$ cat config.mk
export PLATFORM = sky130hd
export DESIGN_NAME = count_sequencer
export DESIGN_NICKNAME = d
export VERILOG_FILES = /design/src/rtl/count_sequencer.sv
export SDC_FILE = /design/constraint.sdc
export NUM_CORES = 1
export LEC_CHECK = 0
export CAP_MARGIN = 20
export CORE_UTILIZATION = 40
export DETAILED_ROUTE_END_ITERATION = 12
export PLACE_DENSITY_LB_ADDON = 0.3
export SLEW_MARGIN = 15
export SYNTH_ARGS = -nofsm -noshare
export SYNTH_HDL_FRONTEND = slang
export SYNTH_SLANG_ARGS = --single-unit
export TNS_END_PERCENT = 30
$ cat constraint.sdc
create_clock -name clk -period 2 [get_ports clk]
set_input_delay 0.6 -clock clk [delete_from_list [all_inputs] [get_ports clk]]
set_output_delay 0.6 -clock clk [all_outputs]
set_load 0.05 [all_outputs]
$ cat src/rtl/count_sequencer.sv
// count_sequencer: start/stop/pause sequencing of a WIDTH-bit up-counter with
// terminal-count detection, one-shot or auto-reload modes and a one-cycle
// done pulse. All outputs are registered.
//
// Optional feature: define COUNT_SEQ_PRESCALE_EN to add the `prescale` port
// and a PW-bit tick divider (tick every prescale+1 RUN cycles). Without it
// every RUN cycle is a tick.
module count_sequencer #(
  parameter int WIDTH = 4,
  parameter int PW    = 4
) (
  input  logic             clk,
  input  logic             reset,
  input  logic             start,
  input  logic             stop,
  input  logic             pause,
  input  logic             mode,
  input  logic [WIDTH-1:0] term,
`ifdef COUNT_SEQ_PRESCALE_EN
  input  logic [PW-1:0]    prescale,
`endif
  output logic [WIDTH-1:0] q,
  output logic             busy,
  output logic             done
);

  typedef enum logic [1:0] {
    ST_IDLE  = 2'd0,
    ST_RUN   = 2'd1,
    ST_PAUSE = 2'd2,
    ST_DONE  = 2'd3
  } state_t;

  // A zero-width prescaler makes no sense; this block only exists so PW is
  // referenced in builds without the prescaler.
  if (PW < 1) begin : g_pw_invalid
  end

  state_t           state_q, state_d;
  logic [WIDTH-1:0] q_q, q_d;
  logic [WIDTH-1:0] term_q, term_d;
  logic             mode_q, mode_d;
  logic             busy_q, busy_d;
  logic             done_q, done_d;
  logic             tick;

`ifdef COUNT_SEQ_PRESCALE_EN
  logic [PW-1:0]    presc_q, presc_d;

  // Tick when the divider reaches the live prescale value. If prescale is
  // lowered below the current count, the counter wraps before matching.
  assign tick = (presc_q == prescale);
`else
  assign tick = 1'b1;
`endif

  // Next-state, count, latch and output computation.
  always_comb begin
    // NOTE: every signal gets a default first so no path leaves it unassigned
    // (which would infer a latch).
    state_d = state_q;
    q_d     = q_q;
    term_d  = term_q;
    mode_d  = mode_q;
    done_d  = 1'b0;
`ifdef COUNT_SEQ_PRESCALE_EN
    presc_d = presc_q;
`endif

    if (stop) begin
      // stop beats everything, including a terminal edge: no done pulse.
      state_d = ST_IDLE;
      q_d     = '0;
`ifdef COUNT_SEQ_PRESCALE_EN
      presc_d = '0;
`endif
    end else begin
      unique case (state_q)
        ST_IDLE, ST_DONE: begin
          if (start) begin
            state_d = ST_RUN;
            q_d     = '0;
            term_d  = term;
            mode_d  = mode;
`ifdef COUNT_SEQ_PRESCALE_EN
            presc_d = '0;
`endif
          end
        end
        ST_RUN, ST_PAUSE: begin
          if (pause) begin
            // Hold count and divider; a due tick is simply deferred.
            state_d = ST_PAUSE;
          end else begin
            // Leaving PAUSE behaves exactly like a RUN cycle, so a pause of
            // k cycles delays everything by exactly k cycles.
            state_d = ST_RUN;
            if (tick) begin
`ifdef COUNT_SEQ_PRESCALE_EN
              presc_d = '0;
`endif
              if (q_q != term_q) begin
                q_d = q_q + WIDTH'(1);
              end else begin
                done_d = 1'b1;
                if (mode_q) begin
                  q_d = '0;
                end else begin
                  state_d = ST_DONE;
                end
              end
            end else begin
`ifdef COUNT_SEQ_PRESCALE_EN
              presc_d = presc_q + PW'(1);
`endif
            end
          end
        end
        default: state_d = ST_IDLE;
      endcase
    end

    busy_d = (state_d == ST_RUN) || (state_d == ST_PAUSE);
  end

  // State and output registers; reset clears everything asynchronously.
  always_ff @(posedge clk or negedge reset) begin
    if (!reset) begin
      state_q <= ST_IDLE;
      q_q     <= '0;
      term_q  <= '0;
      mode_q  <= 1'b0;
      busy_q  <= 1'b0;
      done_q  <= 1'b0;
    end else begin
      // NOTE: non-blocking assignments so every register samples the values
      // from before this edge, independent of statement order.
      state_q <= state_d;
      q_q     <= q_d;
      term_q  <= term_d;
      mode_q  <= mode_d;
      busy_q  <= busy_d;
      done_q  <= done_d;
    end
  end

`ifdef COUNT_SEQ_PRESCALE_EN
  // Prescale divider register.
  always_ff @(posedge clk or negedge reset) begin
    if (!reset) begin
      presc_q <= '0;
    end else begin
      presc_q <= presc_d;
    end
  end
`endif

  assign q    = q_q;
  assign busy = busy_q;
  assign done = done_q;

endmodule

# After elaboration in Yosys (flattened, before gate mapping)
# Cells that the tools add are included.
[word_totals]
register_bits = 13
latchBits = 0
ram_bits = 0
romBits = 0
output_inout_bits = 6
word_cells = 39
memories = 0
[op_classes]
addsub = 1
n_mul = 0
div = 0
magnitude_cmp = 0
eq_ne = 9
n_shift = 0
mux = 16
bitwise = 1
reduce_logical = 6
[ops]
columns = ["op", "n"]
rows = [
  ["two-way mux 4 bit", 5],
  ["two-way mux 2 bit", 5],
  ["one-hot mux 4 bit (2 select lines)", 1],
  ["equality test 2 bit (second input constant)", 3],
  ["inequality test 3 bit (second input constant)", 2],
  ["AND reduction 3 bit", 2],
  ["adder 4 x 1 -> 4 bit (second input constant)", 1],
  ["equality test 2 x 1 -> 1 bit (second input constant)", 2],
  ["two-way mux 1 bit", 4],
  ["inequality test 4 bit", 1],
  ["inequality test 4 bit (second input constant)", 1],
  ["one-hot mux 2 bit (2 select lines)", 1],
  ["OR reduction 2 bit", 2],
  ["zero test 2 bit", 1],
  ["logical OR 1 bit", 1],
  ["inverter 1 bit", 1],
]

# Longest topological paths before layout
[logic_depth]
ltp_word = 7
ltp_mapped = 5
ltp_nobuf = 5

# Worst setup path before layout
# OpenSTA, ideal clock, no wires.
[synth_path]
path_kind = "register to register"
start = "register q_q[0], in the netlist q[0]"
end = "register q_q[3], in the netlist q[3]"
setup_ns = 0.080
arrival_ns = 1.905
setup_slack_ns = 0.015
stages_incl_launch_ff = 6
n_path_buf = 0
synth_period_minus_slack_ns = 1.985
path_cell_list = "dfrtp_1 xor2_1 nor4_2 or3_4 or4_4 o211ai_2"
[synth_via]
elab_chain_cells = 5
[synth_lines]
columns = ["item", "line", "rtl"]
rows = [
  ["from (decl)", "40", "logic [WIDTH-1:0] q_q, q_d;"],
  ["from (signal assigned)", "139", "q_q <= q_d;"],
  ["adder 4 x 1 -> 4 bit / inequality test 4 bit (equally long branches)", "103, 102", ""],
  ["two-way mux 4 bit", "102", "if (q_q != term_q) begin"],
  ["two-way mux 4 bit", "91", "if (pause) begin"],
  ["one-hot mux 4 bit (2 select lines)", "78", "unique case (state_q)"],
  ["two-way mux 4 bit", "70", "if (stop) begin"],
]
# Several ways; a longest one is shown, not always the timed one. The select of a mux whose other input is x is not followed.
# A chain may end at the register's enable or synchronous reset.

# Worst setup path after layout
[layout_path]
start = "register q_q[2], in the netlist q[2]"
end = "register q_q[3], in the netlist q[3]"
# Same word-level chain as after synthesis.

==> impl_metrics.json <==
{
  "grt_pass1_wl_mm": 2.063,
  "die_area_sq_mm": 0.001815,
  "routed_wirelength_mm": 1.221,
  "holdWs_ps": 531.2,
  "htreeDepth": 1,
  "cts_root_buffer": "clkbuf_4",
  "port_buffers": 15,
  "fin_util_pct": 59.36,
  "worstRegToRegCells": 6,
  "ioPinCount": 16,
  "synthFlopType": "dfrtp_1",
  "area_growth_pct": 37.19,
  "end_kind": "flop",
  "cts_resized": 0,
  "tightest_slew_ps": 463.5,
  "rsz0062_at_grt": "false",
  "final_common_cell": "buf_4",
  "syn_avg_cell_area_sq_um": 11.37,
  "die_h_um": 42.60,
  "max-cap-violations": 0,
  "critical_path_depth": 6,
  "cp_max_fo": 6,
  "wl_per_cell_um": 12.09,
  "antenna_found_initial": 0,
  "power_leakage_nw": 0.4205,
  "crit_slowest_cell": "or4_4",
  "cts_tree": "yes",
  "synthesis.instances": 58,
  "path_buf_inv": 1,
  "core_area_sq_mm": 0.001524,
  "grt_pass1_vias": 489,
  "ys_seq_elements": 13,
  "drc": 0,
  "dr_total_vias": 518,
  "mostFrequentLayoutCells": "buf_4, dfrtp_1, clkdlybuf4s50_1",
  "power_density_mw_per_mm2": 799.4,
  "finalCriticalPeriod_ps": 1826,
  "clock-sinks": 13,
  "grt_max_degree": 14,
  "insertedDiodeCount": 0,
  "gr-total-overflow": 0,
  "outcome": "finished clean",
  "finalMaxSlewViolations": 0,
  "dp_hpwl_um": 962.4,
  "chipWidth_um": 42.60,
  "clk_pin_slew_ps": 80,
  "cts_buffer_depth": 2,
  "clk_latency_ps": 270,
  "ir_drop_v": 0.0004655,
  "routabilityCongestion": 0.8012,
  "worstPathArrival_ps": 2020,
  "crit_family": "simple AND/OR/NAND/NOR gates",
  "setup_tns_ps": 0,
  "hold_path.class": "flop to flop",
  "worstSetupPathType": "flop to flop",
  "synth_top_area_share_pct": 49.34,
  "fin_crit_sh_pct": 91.31,
  "yosys.area.top_type": "dfrtp_1",
  "crit_chain": "xor2_1, nor4_2, buf_4, or3_4, or4_4, o211ai_2",
  "yosysSeqAreaShare_pct": 49.34,
  "grt_usage_pct": 15.59,
  "start_util_pct": 43.27,
  "clock_skew_ps": 3.255,
  "ys_types": 27,
  "fin_nets": 97,
  "drtIter0Drc": 6,
  "start_kind": "flop",
  "cts_setup_buffers": 0,
  "finalSetupViolCount": 0,
  "synth_area_leaders": "dfrtp_1, mux2_2, xor2_1",
  "async_flop_share_pct": 100.0,
  "required_ps": 2200,
  "drtPass1Iterations": 5,
  "hold_buffers": 0,
  "rows": 14,
  "cts_buffers": 3,
  "hold_violations": 0,
  "drive_above_1_share_pct": 31.76,
  "min_path_cells": 1,
  "via_per_inst": 5.129,
  "cpPeakStageDelay_ps": 510,
  "fmax_mhz": 547.6,
  "yosys_warnings": 0,
  "syn_area_sq_um": 659.4,
  "relSlewSlack_pct": 68.88,
  "ant_nets": 0,
  "synth_nets": 69,
  "synth-edff-count": 0
}
[synthesized netlist by cell type, types with 2 or more instances]
library cell	n
dfrtp_1	13
mux2_2	5
nor3_1	5
xor2_1	5
nand2_1	4
nor2_1	4
nand3_1	2
[cell families after synthesis]
logic type	Yosys count	share of synthesized area, %
compound gates	9	11.01
xor+xnor	6	7.970
fa+ha+maj	1	1.897
buf+inv	2	1.137
flops	13	49.34
mux	6	10.06
simple gates	21	18.59
[flip-flops by register name, indices dropped and copies added, names as in the netlist]
signal	flops
state_q	2
q	4
term_q	4
mode_q	1
busy	1
done	1
[per-layer routing]
layer / vias up / share of wire (%) / wire length (um) / global-route usage, %
met4: 0 / 0 / 0 / 5.625
li1: 269 / - / - / -
met1: 238 / 49 / 601 / 20.94
met3: 0 / 3.7 / 45 / 4.310
met2: 11 / 47 / 574 / 24.00
met5: - / 0 / 0 / 0
[area by class of cell]
type,count,area (sq um)
clock buffer,4,26.28
multi-input combinational,43,326.6
fill,133,619.3
sequential,13,325.3
timing repair buffer,24,202.7
tap,16,20.02
inverter,1,3.754
[metrics by stage]
step	instance area [sq um]	power, mW	worst slack (ps)	cells
after floorplan	659.4	0.4812	15.07	58
after global placement	878.3	0.5640	-76.62	97
after detailed placement	878.3	0.5683	-78.09	97
after CTS	904.6	0.7336	163.5	101
after global routing	904.6	0.7708	111.0	101
final	904.6	0.7231	173.9	101
[worst paths after layout]
kind                       startpoint          to  slack (ps)
max                              q[2]        q[3]         170
min                         term_q[1]   term_q[1]         530
max reg2reg                      q[2]        q[3]         170
min reg2reg                 term_q[1]   term_q[1]         530
max in group asynchronous       reset   term_q[0]        1210
min in group asynchronous       reset  state_q[0]         620
[report_power, final]
part / internal, mW / switching [mW] / leakage, nW
Sequential: 0.304 / 0.0320 / 0.167
Combinational: 0.114 / 0.111 / 0.239
Clock: 0.0772 / 0.0845 / 0.0150
No activity file was read; power rests on OpenSTA's default activity.
